==> src/rtl/cpu_bus_arbiter_pkg.sv <==
// Shared types and constants for the CPU bus arbiter (package cpu_pkg).
// Optional bus watchdog in the arbiter is enabled by defining CPU_BUS_TIMEOUT_EN.
package cpu_pkg;

  // Wishbone bus widths
  localparam int WB_ADR_W = 32;
  localparam int WB_DAT_W = 32;
  localparam int WB_SEL_W = 4;

  // Arbiter FSM states
  typedef enum logic [1:0] {
    IDLE  = 2'd0,
    GNT_I = 2'd1,
    GNT_D = 2'd2
  } state_e;

  // Requester identifiers
  typedef logic req_id_t;
  localparam req_id_t REQ_IF = 1'b0;
  localparam req_id_t REQ_D  = 1'b1;

  // Map a requester id onto the FSM state that serves it
  function automatic state_e gnt_state(input req_id_t id);
    return (id == REQ_D) ? GNT_D : GNT_I;
  endfunction

endpackage

==> src/rtl/cpu_bus_arbiter_if.sv <==
// Bundle of requester-side and Wishbone-side signals of the CPU bus arbiter.
// master: the arbiter's view; slave: the environment (CPU + Wishbone slave).
interface cpu_bus_arbiter_if;
  import cpu_pkg::*;

  logic                if_req_i;
  logic [WB_ADR_W-1:0] if_adr_i;
  logic                if_ack_o;
  logic                d_req_i;
  logic                d_we_i;
  logic [WB_SEL_W-1:0] d_sel_i;
  logic [WB_ADR_W-1:0] d_adr_i;
  logic [WB_DAT_W-1:0] d_dat_i;
  logic                d_ack_o;
  logic [WB_DAT_W-1:0] rd_dat_o;
  logic                err_o;
  logic                wb_cyc_o;
  logic                wb_stb_o;
  logic                wb_we_o;
  logic [WB_SEL_W-1:0] wb_sel_o;
  logic [WB_ADR_W-1:0] wb_adr_o;
  logic [WB_DAT_W-1:0] wb_dat_o;
  logic [WB_DAT_W-1:0] wb_dat_i;
  logic                wb_ack_i;
  logic                wb_err_i;

  modport master (
    input  if_req_i, if_adr_i, d_req_i, d_we_i, d_sel_i, d_adr_i, d_dat_i,
    input  wb_dat_i, wb_ack_i, wb_err_i,
    output if_ack_o, d_ack_o, rd_dat_o, err_o,
    output wb_cyc_o, wb_stb_o, wb_we_o, wb_sel_o, wb_adr_o, wb_dat_o
  );

  modport slave (
    output if_req_i, if_adr_i, d_req_i, d_we_i, d_sel_i, d_adr_i, d_dat_i,
    output wb_dat_i, wb_ack_i, wb_err_i,
    input  if_ack_o, d_ack_o, rd_dat_o, err_o,
    input  wb_cyc_o, wb_stb_o, wb_we_o, wb_sel_o, wb_adr_o, wb_dat_o
  );

endinterface

==> src/rtl/cpu_bus_rr_pick.sv <==
// Two-way round-robin picker: a lone request wins, a tie goes to the
// requester that was not granted last.
module cpu_bus_rr_pick
  import cpu_pkg::*;
(
  input  logic [1:0] reqs,      // {data, fetch}
  input  req_id_t    last_gnt,
  output req_id_t    winner
);

  // Winner selection
  always_comb begin
    winner = REQ_IF;
    if (reqs == 2'b11) begin
      winner = (last_gnt == REQ_IF) ? REQ_D : REQ_IF;
    end else if (reqs[1]) begin
      winner = REQ_D;
    end
  end

endmodule

==> src/rtl/cpu_bus_arbiter.sv <==
// Fetch/data arbiter in front of a Wishbone classic master port.
// Optional watchdog: define CPU_BUS_TIMEOUT_EN to abort a cycle with an error
// pulse once it has waited TIMEOUT_CYCLES cycles without ack/err.
module cpu_bus_arbiter
  import cpu_pkg::*;
#(
  parameter int TIMEOUT_CYCLES = 255
) (
  input  logic                clk_i,
  input  logic                rst_i,   // asynchronous, active-low
  cpu_bus_arbiter_if.master   bus
);

  localparam logic [7:0] TO_LIM = 8'(TIMEOUT_CYCLES);

  state_e              state_q, state_d;
  req_id_t             last_gnt_q, last_gnt_d;
  logic                cyc_q, cyc_d;
  logic                we_q, we_d;
  logic [WB_SEL_W-1:0] sel_q, sel_d;
  logic [WB_ADR_W-1:0] adr_q, adr_d;
  logic [WB_DAT_W-1:0] dat_q, dat_d;

  req_id_t winner;
  logic    in_gnt;
  logic    bus_done;
  logic    timeout_hit;

  cpu_bus_rr_pick u_pick (
    .reqs     ({bus.d_req_i, bus.if_req_i}),
    .last_gnt (last_gnt_q),
    .winner   (winner)
  );

  assign in_gnt   = (state_q != IDLE);
  assign bus_done = bus.wb_ack_i | bus.wb_err_i;

`ifdef CPU_BUS_TIMEOUT_EN
  logic [7:0] cnt_q, cnt_d;

  // Watchdog: held at zero while idle (so it is clear at grant), counts each granted cycle
  always_comb begin
    cnt_d = (state_q == IDLE) ? 8'd0 : cnt_q + 8'd1;
  end

  // Watchdog register
  always_ff @(posedge clk_i or negedge rst_i) begin
    if (!rst_i) cnt_q <= 8'd0;
    else        cnt_q <= cnt_d;
  end

  // A completing slave response takes precedence over a coincident timeout
  assign timeout_hit = in_gnt && (cnt_q == TO_LIM) && !bus_done;
`else
  logic unused_timeout;
  assign unused_timeout = ^TO_LIM;
  assign timeout_hit    = 1'b0;
`endif

  // Next-state logic: grant from IDLE latching the winner's request, release on ack/err/timeout
  always_comb begin
    state_d    = state_q;
    last_gnt_d = last_gnt_q;
    cyc_d      = cyc_q;
    we_d       = we_q;
    sel_d      = sel_q;
    adr_d      = adr_q;
    dat_d      = dat_q;
    case (state_q)
      IDLE: begin
        if (bus.if_req_i || bus.d_req_i) begin
          state_d    = gnt_state(winner);
          last_gnt_d = winner;
          cyc_d      = 1'b1;
          if (winner == REQ_D) begin
            we_d  = bus.d_we_i;
            sel_d = bus.d_sel_i;
            adr_d = bus.d_adr_i;
            dat_d = bus.d_dat_i;
          end else begin
            we_d  = 1'b0;
            sel_d = '1;
            adr_d = bus.if_adr_i;
            dat_d = '0;
          end
        end
      end
      GNT_I, GNT_D: begin
        if (bus_done || timeout_hit) begin
          state_d = IDLE;
          cyc_d   = 1'b0;
        end
      end
      default: begin
        state_d = IDLE;
        cyc_d   = 1'b0;
      end
    endcase
  end

  // State and latched bus-cycle registers
  always_ff @(posedge clk_i or negedge rst_i) begin
    if (!rst_i) begin
      state_q    <= IDLE;
      last_gnt_q <= REQ_D;
      cyc_q      <= 1'b0;
      we_q       <= 1'b0;
      sel_q      <= '0;
      adr_q      <= '0;
      dat_q      <= '0;
    end else begin
      state_q    <= state_d;
      last_gnt_q <= last_gnt_d;
      cyc_q      <= cyc_d;
      we_q       <= we_d;
      sel_q      <= sel_d;
      adr_q      <= adr_d;
      dat_q      <= dat_d;
    end
  end

  assign bus.wb_cyc_o = cyc_q;
  assign bus.wb_stb_o = cyc_q;
  assign bus.wb_we_o  = we_q;
  assign bus.wb_sel_o = sel_q;
  assign bus.wb_adr_o = adr_q;
  assign bus.wb_dat_o = dat_q;

  // Responses go only to the granted requester; error beats ack
  assign bus.if_ack_o = (state_q == GNT_I) & bus.wb_ack_i & ~bus.wb_err_i;
  assign bus.d_ack_o  = (state_q == GNT_D) & bus.wb_ack_i & ~bus.wb_err_i;
  assign bus.err_o    = (in_gnt & bus.wb_err_i) | timeout_hit;
  // Read data is forced to zero while reset is held
  assign bus.rd_dat_o = rst_i ? bus.wb_dat_i : '0;

endmodule

==> src/flat_wrapper.sv <==
// flat-port wrapper written by rule: the top's interface ports become plain ports
module cpu_bus_arbiter_flat import cpu_pkg::*;
#(
  parameter int TIMEOUT_CYCLES = 255
)
  (clk_i, rst_i, bus_if_req_i, bus_if_adr_i, bus_d_req_i, bus_d_we_i, bus_d_sel_i, bus_d_adr_i, bus_d_dat_i, bus_wb_dat_i, bus_wb_ack_i, bus_wb_err_i, bus_if_ack_o, bus_d_ack_o, bus_rd_dat_o, bus_err_o, bus_wb_cyc_o, bus_wb_stb_o, bus_wb_we_o, bus_wb_sel_o, bus_wb_adr_o, bus_wb_dat_o);
  cpu_bus_arbiter_if bus_i ();
  input  logic clk_i;
  input  logic rst_i;
  input wire logic [$bits(bus_i.if_req_i)-1:0] bus_if_req_i;
  input wire logic [$bits(bus_i.if_adr_i)-1:0] bus_if_adr_i;
  input wire logic [$bits(bus_i.d_req_i)-1:0] bus_d_req_i;
  input wire logic [$bits(bus_i.d_we_i)-1:0] bus_d_we_i;
  input wire logic [$bits(bus_i.d_sel_i)-1:0] bus_d_sel_i;
  input wire logic [$bits(bus_i.d_adr_i)-1:0] bus_d_adr_i;
  input wire logic [$bits(bus_i.d_dat_i)-1:0] bus_d_dat_i;
  input wire logic [$bits(bus_i.wb_dat_i)-1:0] bus_wb_dat_i;
  input wire logic [$bits(bus_i.wb_ack_i)-1:0] bus_wb_ack_i;
  input wire logic [$bits(bus_i.wb_err_i)-1:0] bus_wb_err_i;
  output wire logic [$bits(bus_i.if_ack_o)-1:0] bus_if_ack_o;
  output wire logic [$bits(bus_i.d_ack_o)-1:0] bus_d_ack_o;
  output wire logic [$bits(bus_i.rd_dat_o)-1:0] bus_rd_dat_o;
  output wire logic [$bits(bus_i.err_o)-1:0] bus_err_o;
  output wire logic [$bits(bus_i.wb_cyc_o)-1:0] bus_wb_cyc_o;
  output wire logic [$bits(bus_i.wb_stb_o)-1:0] bus_wb_stb_o;
  output wire logic [$bits(bus_i.wb_we_o)-1:0] bus_wb_we_o;
  output wire logic [$bits(bus_i.wb_sel_o)-1:0] bus_wb_sel_o;
  output wire logic [$bits(bus_i.wb_adr_o)-1:0] bus_wb_adr_o;
  output wire logic [$bits(bus_i.wb_dat_o)-1:0] bus_wb_dat_o;
  assign bus_i.if_req_i = bus_if_req_i;
  assign bus_i.if_adr_i = bus_if_adr_i;
  assign bus_i.d_req_i = bus_d_req_i;
  assign bus_i.d_we_i = bus_d_we_i;
  assign bus_i.d_sel_i = bus_d_sel_i;
  assign bus_i.d_adr_i = bus_d_adr_i;
  assign bus_i.d_dat_i = bus_d_dat_i;
  assign bus_i.wb_dat_i = bus_wb_dat_i;
  assign bus_i.wb_ack_i = bus_wb_ack_i;
  assign bus_i.wb_err_i = bus_wb_err_i;
  assign bus_if_ack_o = bus_i.if_ack_o;
  assign bus_d_ack_o = bus_i.d_ack_o;
  assign bus_rd_dat_o = bus_i.rd_dat_o;
  assign bus_err_o = bus_i.err_o;
  assign bus_wb_cyc_o = bus_i.wb_cyc_o;
  assign bus_wb_stb_o = bus_i.wb_stb_o;
  assign bus_wb_we_o = bus_i.wb_we_o;
  assign bus_wb_sel_o = bus_i.wb_sel_o;
  assign bus_wb_adr_o = bus_i.wb_adr_o;
  assign bus_wb_dat_o = bus_i.wb_dat_o;
  cpu_bus_arbiter #(.TIMEOUT_CYCLES(TIMEOUT_CYCLES)) u_core (.clk_i(clk_i), .rst_i(rst_i), .bus(bus_i));
endmodule
==> config.mk <==
export PLATFORM = sky130hd
export DESIGN_NAME = cpu_bus_arbiter_flat
export DESIGN_NICKNAME = d
export VERILOG_FILES = /design/src/rtl/cpu_bus_arbiter_pkg.sv /design/src/rtl/cpu_bus_arbiter_if.sv /design/src/rtl/cpu_bus_rr_pick.sv /design/src/rtl/cpu_bus_arbiter.sv /design/src/flat_wrapper.sv
export SDC_FILE = /design/constraint.sdc
export NUM_CORES = 1
export LEC_CHECK = 0
export BUFFER_PORTS_ARGS = -buffer_cell sky130_fd_sc_hd__buf_2
export CORE_AREA = 5 5 93 95
export DETAILED_ROUTE_END_ITERATION = 10
export DIE_AREA = 0 0 98 100
export PLACE_DENSITY = 0.88
export SETUP_SLACK_MARGIN = 0.1
export SLEW_MARGIN = 20
export SYNTH_ARGS = -nofsm -noshare
export SYNTH_HDL_FRONTEND = slang
export SYNTH_SLANG_ARGS = --single-unit
==> constraint.sdc <==
create_clock -name clk_i -period 2.35 [get_ports clk_i]
set_input_delay 0.235 -clock clk_i [delete_from_list [all_inputs] [get_ports clk_i]]
set_output_delay 0.235 -clock clk_i [all_outputs]
set_load 0.02 [all_outputs]
==> results of run 1 <==
==> layer usage <==
metal / track usage, % / wire, um / vias up / share of wire [%]
met5: 0 / 0 / - / 0
met3: 5.63 / 807 / 21 / 7.7
met4: 6.07 / 214 / 0 / 2.0
met2: 36.8 / 5410 / 157 / 51
met1: 24.7 / 4090 / 1534 / 39
li1: - / - / 1569 / -
==> worst max-delay path, cell delays in order <==
cell           delay [ns]
dlygate4sd3_1        0.53
buf_4                0.38
and2_1               0.20
buf_2                0.17
==> state kept, by name (all words and copies together), names as in the netlist <==
signal and count:
u_core.bus.wb_adr_o 32, u_core.bus.wb_cyc_o 1, u_core.bus.wb_dat_o 32, u_core.bus.wb_sel_o 4, u_core.bus.wb_we_o 1, u_core.last_gnt_q 1, u_core.state_q 2
==> cells by family after synthesis <==
group           count (synthesis)
compound gates                107
simple gates                  107
flops                          73
buf+inv                        28
fa+ha+maj                       4
mux                             2
==> cell type report <==
| class | instances | area, um2 | share of cell area, % |
|---|---|---|---|
| Clock inverter | 5 | 128 | 2.66 |
| Inverter | 2 | 7.51 | 0.157 |
| Multi-Input combinational cell | 220 | 1270 | 26.6 |
| Sequential cell | 73 | 1830 | 38.1 |
| Tap cell | 102 | 128 | 2.66 |
| Timing Repair Buffer | 253 | 1290 | 27.0 |
| Clock buffer | 10 | 138 | 2.87 |
==> power by group through the flow <==
stage / Combinational [W] / Sequential [W] / Clock (W)
final: 0.00323 / 0.00225 / 0.00128
after global routing: 0.00351 / 0.00233 / 0.00136
after CTS: 0.00328 / 0.00225 / 0.00130
after detailed placement: 0.00328 / 0.00226 / 0
after global placement: 0.00318 / 0.00225 / 0
after floorplan: 0.00137 / 0.00301 / 0
==> how the worst max path moves through the flow <==
stage / endpoint / slack [ns] / cells past startpoint
global route: bus_rd_dat_o[0] / 0.47 / 4
finish: bus_rd_dat_o[30] / 0.59 / 4
floorplan: u_core.bus.wb_adr_o[10] / 0.89 / 7
CTS: bus_rd_dat_o[30] / 0.60 / 4
global placement: u_core.bus.wb_dat_o[12] / 0.78 / 5
detailed placement: u_core.bus.wb_dat_o[27] / 0.68 / 5
==> per-stage QoR <==
stage                     instance area, um2  setup slack [ns]  hold slack [ns]  util [%]
after floorplan                         3230             0.891          -0.0606         -
after global placement                  4520             0.777            0.185      59.1
after detailed placement                4520             0.680            0.194      59.1
after CTS                               4800             0.597           0.0977      62.7
after global routing                    4800             0.470           0.0952      62.7
final                                   4800             0.587            0.110      62.7
==> timing repair <==
| item | in CTS | in global routing |
|---|---|---|
| hold buffers | 1 | 0 |
| endpoints found under the hold margin | 13 | 0 |
| gates resized for setup | 0 | 0 |
==> placed cells by master, fill, tap and decap left out, types with 2 or more instances in the layout <==
cell       count
a21oi_1       65
a22o_1        33
and2_1        33
and3b_1        2
buf_2        243
buf_4          9
bufinv_16      4
clkbuf_8      10
dfrtp_1       72
ha_1           4
inv_1          2
mux2i_1        2
nand2_1       36
nor2_1        34
o22a_1         5
==> flow_summary.yaml, run 1 <==
power_and_ir_drop:
  switching_share_pct: 41.9
  power.leakage_nw: 2.62
  cellPowerDensity_nw_per_um2: 1410
  internal-power_w: 0.00393
  power_frac_clock_pct: 18.9
  seq_power_share_pct: 33.3
  total_power_w: 0.00677
  ir_worst_vdd_mv: 0.758
  combinationalPowerShare_pct: 47.8
  p_sw_w: 0.00284
detailed_routing:
  antenna_left: 0
  viasPerCell: 4.93
  drc_errors: 0
  detail_route.wl_per_cell_um: 15.8
  drt_pass1_iterations: 5
  drt_iter0_drc: 113
  routed_wl_um: 10500
  num_vias: 3281
run:
  drv_cap: 0
setup_path:
  critPathKind: "input port to output port"
  r2r_start: "u_core.state_q[0]"
  worstSetupStartpoint: "rst_i"
  crit_fanout: 47
  cp_data_required_time_ns: 2.12
  reg2regPathDepth: 5
  reg2reg_to: "u_core.bus.wb_dat_o[27]"
  ff2ff_setup_slack_ns: 0.67
  start_kind: "input port"
  end_kind: "output port"
  arrival_ns: 1.53
place:
  io_buffers: 244
  gp_congestion: 0.991
  place_inst: 649
  dp_hpwl_um: 8260
logic_synthesis:
  synthFlopType: "dfrtp_1"
  async_flop_share_pct: 100
  synth_cells: 321
  yosys-top-cells-area: "dfrtp_1 56%, a21oi_1 10%, a22o_1 9.0%"
  synthAdderAreaFrac_pct: 1.55
  synthXorXnorAreaFrac_pct: 0
  synth_top_cell_by_area: "dfrtp_1"
  synthDominantCellAreaShare_pct: 55.8
  ys_ff_latch: 73
  synth.most_common_cell: "dfrtp_1"
  ys_seq_area_share_pct: 56.6
  synth_cell_types: 22
  syn-cell-area_um2: 3230
  muxShareOfSynthArea_pct: 0.620
  synth_edf_count: 0
  syn-num-nets: 464
  synth_top_family_by_area: "compound AO/OA/AOI/OAI gates"
  yosys.area_share.simple_pct: 15.5
  ys_warn_count: 0
  syn_avg_cell_area_um2: 10.1
  synth_common_cells: "72 x dfrtp_1, 65 x a21oi_1, 36 x nand2_1"
  synth_compound_area_share_pct: 21.4
hold_path:
  worstHoldEndpoint: "u_core.bus.wb_sel_o[1]"
  hold_path_depth: 2
  hold_class: "input port to flip-flop"
  holdCritStartpoint: "bus_d_sel_i[1]"
layout:
  nFillCells: 666
  drive_above_1_share_pct: 48.0
  area_growth_pct: 48.6
  antenna_cells: 0
  layout.nets: 702
  fin_cells: 665
sta:
  tightest_slew_ns: 0.534
  min_period_ns: 1.76
  relSlewSlack_pct: 64.2
  skew_ns: 0.0123
  clock.fmax_mhz: 567
  hold_viol_final: 0
  fin_crit_sh_pct: 75.0
  rsz0062_at_grt: "false"
  setup_tns_ns: 0
  setup_viol: 0
  slew_viol_final: 0
floorplanning:
  start_util_pct: 42.2
  core_um2: 7650
  ios: 245
  dieArea_um2: 9800
  dieWidth_um: 98
  die_h_um: 100
  row_count: 32
clocking:
  clk_path_buf_depth: 2
  cts_buffers: 9
  cts_sinks: 73
  clock_latency_ns: 0.33
  cts_tree: "built"
  cts_setup_buffers: 0
  htree_levels: 3
  cts.clk_slew.worst_paths_ns: 0.08
  cts_root_buf: "clkbuf_8"
global_routing:
  gr-usage-all-layers_pct: 20.7
  grt_pass1_vias: 3399
  grt.overflow.total: 0
  grt_max_degree: 48
  grt_pass1_wl_um: 16500
  antenna_found_initial: 0
status:
  status: "completed"
Note: power is estimated with default switching activity, not from simulation.
==> run 2: changes to the inputs <==
ABC_AREA = 1   (was unset)
CORE_AREA = 5 5 101 103   (was 5 5 93 95)
DIE_AREA = 0 0 106 108   (was 0 0 98 100)
PLACE_DENSITY = 0.82   (was 0.88)
clock period = 1.79 ns   (was 2.35 ns; I/O delays follow)
==> flow_summary.yaml, run 2 <==
sta:
  clock.fmax_mhz: 664
  skew_ns: 0.0101
  slew_viol_final: 0
  setup_viol: 0
  setup_ws_ns: 0.284
  relSlewSlack_pct: 58.7
  min_period_ns: 1.51
  tightest_slew_ns: 0.617
  hold_viol_final: 0
  setup_tns_ns: 0
  fin_crit_sh_pct: 84.1
  rsz0062_at_grt: "false"
global_routing:
  gr-usage-all-layers_pct: 20.3
  grt_pass1_vias: 3933
  grt_max_degree: 47
  antenna_found_initial: 0
  grt.overflow.total: 0
  grt_pass1_wl_um: 18500
power_and_ir_drop:
  internal-power_w: 0.00435
  switching_share_pct: 46.5
  cellPowerDensity_nw_per_um2: 1560
  ir_worst_vdd_mv: 0.595
  p_sw_w: 0.00379
  combinationalPowerShare_pct: 51.1
  power_frac_clock_pct: 14.1
  seq_power_share_pct: 34.7
  power.leakage_nw: 3.40
floorplanning:
  dieWidth_um: 106
  dieArea_um2: 11400
  core_um2: 9110
  start_util_pct: 40.8
  ios: 245
  row_count: 35
  die_h_um: 108
place:
  dp_hpwl_um: 9080
  io_buffers: 244
  place_ws_ns: 0.185
  place_inst: 842
  gp_congestion: 0.838
setup_path:
  critPathKind: "flip-flop to flip-flop"
  start_kind: "flip-flop"
  arrival_ns: 1.78
  end_kind: "flip-flop"
  cp_data_required_time_ns: 2.06
  crit_fanout: 33
logic_synthesis:
  synth_cell_types: 18
  ys_warn_count: 0
  synthFlopType: "dfrtp_1"
  synth_cells: 501
  async_flop_share_pct: 100
  syn-cell-area_um2: 3720
  synth_top_cell_by_area: "dfrtp_1"
  synth_common_cells: "241 x nand2_1, 72 x dfrtp_1, 68 x inv_1"
  syn-num-nets: 644
  ys_ff_latch: 73
  synth.most_common_cell: "nand2_1"
  yosys-top-cells-area: "dfrtp_1 48%, nand2_1 24%, inv_1 6.9%"
  synthDominantCellAreaShare_pct: 48.5
  syn_avg_cell_area_um2: 7.42
  ys_seq_area_share_pct: 49.2
  synth_edf_count: 0
layout:
  area_growth_pct: 40.6
  final_common_cell: "buf_2"
  antenna_cells: 0
  nFillCells: 935
  drive_above_1_share_pct: 37.3
  layout.nets: 886
  fin_cells: 859
  layout_common_cells: "243 x buf_2, 241 x nand2_1, 72 x dfrtp_1"
detailed_routing:
  num_vias: 3913
  routed_wl_um: 11600
  antenna_left: 0
  detail_route.wl_per_cell_um: 13.5
  drt_pass1_iterations: 4
  viasPerCell: 4.56
  drt_iter0_drc: 154
  drc_errors: 0
clocking:
  cts_setup_buffers: 0
  cts_buffers: 9
  htree_levels: 3
  cts_sinks: 73
  clock_latency_ns: 0.34
  cts_root_buf: "clkbuf_8"
  clk_path_buf_depth: 2
  cts_tree: "built"
  cts.clk_slew.worst_paths_ns: 0.08
run:
  drv_cap: 0
hold_path:
  hold_class: "input port to flip-flop"
status:
  status: "completed"
-- run 2: changes by cell type after synthesis, moves of 32 or more --
cell      previous run  this run
nand3_1              0        33
inv_1                2        68
nand3b_1             0        32
a21oi_1             65         0
and2_1              33         0
a22o_1              33         0
nand2_1             36       241
-- run 2: logic make-up after synthesis --
kind of cell	count (synthesis)	synth area share, %
simple gates	325	38.0
buf+inv	97	11.3
flops	73	49.2
fa+ha+maj	4	1.35
compound gates	2	0.269
-- run 2: stage by stage --
step / total power, W / util (%) / cell area, um2 / hold slack, ns
after floorplan: 0.00555 / - / 3720 / -0.117
after global placement: 0.00696 / 55.3 / 5030 / 0.186
after detailed placement: 0.00707 / 55.3 / 5030 / 0.189
after CTS: 0.00826 / 57.4 / 5230 / 0.00807
after global routing: 0.00881 / 57.4 / 5230 / 0.0130
final: 0.00814 / 57.4 / 5230 / 0.0274
-- run 2: critical path: stages, from the launching register on --
cell and delay, ns:
dfrtp_1 0.40, inv_1 0.12, ha_1 0.24, nand3_2 0.19
inv_1 0.15, buf_12 0.19, nand2_1 0.08, nand2_1 0.06
-- run 2: power by group through the flow --
stage	combinational [W]	clock, W	sequential (W)
5_1_grt	0.00459	0.00127	0.00295
4_1_cts	0.00423	0.00120	0.00283
6_report	0.00416	0.00115	0.00283
3_3_place_gp	0.00412	0	0.00285
2_1_floorplan	0.00176	0	0.00379
3_5_place_dp	0.00422	0	0.00285
-- run 2: final cells by class --
cell class	instances	area, um2	area share, %
flip-flops and latches	73	1830	35.0
multi-input cells	331	1470	28.1
repair buffers	258	1350	25.8
inverters	70	263	5.02
well taps	111	139	2.66
clock buffers	10	138	2.63
clock inverters	6	43.8	0.837
-- run 2: what timing repair did --
| item | in CTS | in global routing |
|---|---|---|
| gates resized for setup | 0 | 1 |
| hold endpoints to repair | 13 | 0 |
| endpoints found under the setup margin | 0 | 42 |
| hold buffers | 1 | 0 |
-- run 2: worst paths after layout --
check,from,end,slack (ns),cells past startpoint
setup / recovery,u_core.state_q[0],u_core.bus.wb_dat_o[1],0.28,7
hold / removal,bus_d_dat_i[29],u_core.bus.wb_dat_o[29],0.03,3
setup reg to reg,u_core.state_q[0],u_core.bus.wb_dat_o[1],0.28,7
hold reg to reg,u_core.last_gnt_q,u_core.last_gnt_q,0.46,2
max in group asynchronous,rst_i,u_core.bus.wb_adr_o[28],0.69,2
min in group asynchronous,rst_i,u_core.bus.wb_adr_o[18],0.13,2
-- run 2: layer usage --
metal | vias to the layer above | part of all wire [%] | GRT usage (%)
met5 | - | 0 | 0
met1 | 1765 | 40 | 23.8
met2 | 159 | 50 | 36.1
met4 | 0 | 2.3 | 7.49
li1 | 1970 | - | -
met3 | 19 | 7.3 | 4.96
==> run 3: changes to the inputs <==
ABC_AREA = 0   (was 1)
PLACE_DENSITY = 0.79   (was 0.82)
clock period = 1.36 ns   (was 1.79 ns; I/O delays follow)
==> flow_summary.yaml, run 3 (synthesis results as in run 1) <==
global_routing:
  antenna_found_initial: 0
  grt.overflow.total: 0
  grt_pass1_wl_um: 18500
  grt_max_degree: 41
  grt_pass1_vias: 3684
  gr-usage-all-layers_pct: 20.5
run:
  drv_cap: 0
setup_path:
  r2r_start: "u_core.state_q[0]"
  end_kind: "flip-flop"
  cp_data_required_time_ns: 1.58
  worstSetupStartpoint: "u_core.state_q[0]"
  crit_fanout: 6
  ff2ff_setup_slack_ns: -0.11
  critPathKind: "flip-flop to flip-flop"
  reg2regPathDepth: 7
  arrival_ns: 1.70
  reg2reg_to: "u_core.bus.wb_adr_o[14]"
  crit_end: "u_core.bus.wb_adr_o[14]"
  start_kind: "flip-flop"
power_and_ir_drop:
  combinationalPowerShare_pct: 58.5
  p_sw_w: 0.00601
  power.leakage_nw: 2.99
  power_frac_clock_pct: 12.7
  cellPowerDensity_nw_per_um2: 2390
  internal-power_w: 0.00796
  ir_worst_vdd_mv: 1.25
  seq_power_share_pct: 28.8
  switching_share_pct: 43.0
detailed_routing:
  drt_iter0_drc: 195
  num_vias: 3608
  drt_pass1_iterations: 6
  drc_errors: 0
  met2_wirelength_um: 6730
  wl_met1_um: 4620
  top_layer_used: "met4"
  antenna_left: 0
  routed_wl_um: 12600
  route.met3.wl_um: 1060
  detail_route.wl_per_cell_um: 17.3
  viasPerCell: 4.95
sta:
  setup_viol: 63
  hold_viol_final: 0
  rsz0062_at_grt: "true"
  whs_ns: 0.00911
  min_period_ns: 1.47
  relSlewSlack_pct: 69.8
  skew_ns: 0.0127
  setup_ws_ns: -0.111
  clock.fmax_mhz: 680
  tightest_slew_ns: 0.452
  fin_crit_sh_pct: 108
  slew_viol_final: 0
clocking:
  htree_levels: 3
  clk_path_buf_depth: 2
  cts.clk_slew.worst_paths_ns: 0.08
  cts_buffers: 9
  cts_root_buf: "clkbuf_8"
  cts_tree: "built"
  cts_sinks: 73
  clock_latency_ns: 0.35
layout:
  area_growth_pct: 80.8
  antenna_cells: 0
  final_area_um2: 5840
  layout_common_cells: "240 x buf_2, 72 x dfrtp_1, 35 x nand2_1, 35 x a21oi_2, 34 x dlygate4sd3_1"
  layout.nets: 756
  drive_above_1_share_pct: 56.3
  nFillCells: 714
  final_common_cell: "buf_2"
floorplanning:
  die_h_um: 108
  row_count: 35
  start_util_pct: 35.4
  dieArea_um2: 11400
  core_um2: 9110
  ios: 245
  dieWidth_um: 106
place:
  dp_hpwl_um: 7980
  gp_congestion: 0.790
  io_buffers: 244
  place_area_um2: 4610
status:
  violations: "setup timing"
  status: "finished, violations left"
hold_path:
  hold_class: "input port to asynchronous set/reset pin"
[run 3: cell types whose count changed in the layout (fill, tap and decap cells not counted), moves of 7 or more]
| cell | before | now |
|---|---|---|
| a21oi_2 | 0 | 35 |
| a22o_1 | 0 | 33 |
| nand2_1 | 241 | 35 |
| dlygate4sd3_1 | 1 | 34 |
| buf_16 | 0 | 7 |
| a21oi_1 | 0 | 28 |
| nand3b_1 | 32 | 0 |
| nor2_1 | 16 | 23 |
| buf_12 | 1 | 10 |
| nand3_1 | 33 | 0 |
| inv_1 | 68 | 0 |
| and2_1 | 0 | 32 |
[run 3: per-layer routing]
layer,vias up,GRT usage [%]
li1,1691,-
met1,1720,22.9
met2,177,38.5
met3,20,5.73
met4,0,5.64
met5,-,0
[run 3: worst max-delay path: stages (launching register included)]
cell       delay, ns
dfrtp_1         0.40
inv_2           0.11
ha_4            0.16
buf_6           0.10
o21ai_4         0.09
bufbuf_16       0.29
a21oi_1         0.11
a21oi_1         0.08
[run 3: cell type report]
class	count	area (um2)	area share [%]
timing repair buffer	307	2110	36.2
inverter	2	7.51	0.129
multi-input combinational	220	1540	26.4
clock buffer	9	124	2.12
sequential	73	1830	31.3
clock inverter	7	83.8	1.44
tap	111	139	2.38
[run 3: what timing repair did]
| item | in CTS | in global routing |
|---|---|---|
| hold endpoints to repair | 39 | 2 |
| gates cloned | 9 | 1 |
| hold buffers | 32 | 2 |
| endpoints found under the setup margin | 75 | 76 |
| gates resized for setup | 57 | 22 |
| pin swaps | 16 | 6 |
| setup buffers | 9 | 3 |
[run 3: worst min-delay path by stage]
stage / start / endpoint / slack, ns / depth (start not counted)
5_1_grt: bus_if_adr_i[27] / u_core.bus.wb_adr_o[27] / 0.0002 / 3
6_report: rst_i / u_core.bus.wb_adr_o[19] / 0.009 / 2
3_5_place_dp: rst_i / u_core.bus.wb_adr_o[2] / 0.09 / 1
4_1_cts: rst_i / u_core.bus.wb_adr_o[19] / 0.0008 / 2
2_1_floorplan: rst_i / u_core.bus.wb_adr_o[0] / -0.16 / 0
3_3_place_gp: rst_i / u_core.bus.wb_dat_o[12] / 0.08 / 1
[run 3: per-stage QoR]
stage	setup slack, ns	setup TNS, ns	cells	util [%]	total power (W)
final	-0.111	-4.22	729	64.1	0.0140
after global routing	-0.155	-7.30	729	64.1	0.0147
after CTS	-0.109	-4.17	724	62.8	0.0138
after detailed placement	0.00922	0	658	50.6	0.00978
after global placement	0.0768	0	658	50.6	0.00960
after floorplan	0.0751	0	321	-	0.00776
[run 3: power groups by stage]
stage	Sequential [W]	Clock, W	Combinational (W)
floorplan	0.00521	0	0.00255
global placement	0.00390	0	0.00570
detailed placement	0.00393	0	0.00585
CTS	0.00396	0.00182	0.00800
global route	0.00414	0.00192	0.00865
finish	0.00402	0.00177	0.00818
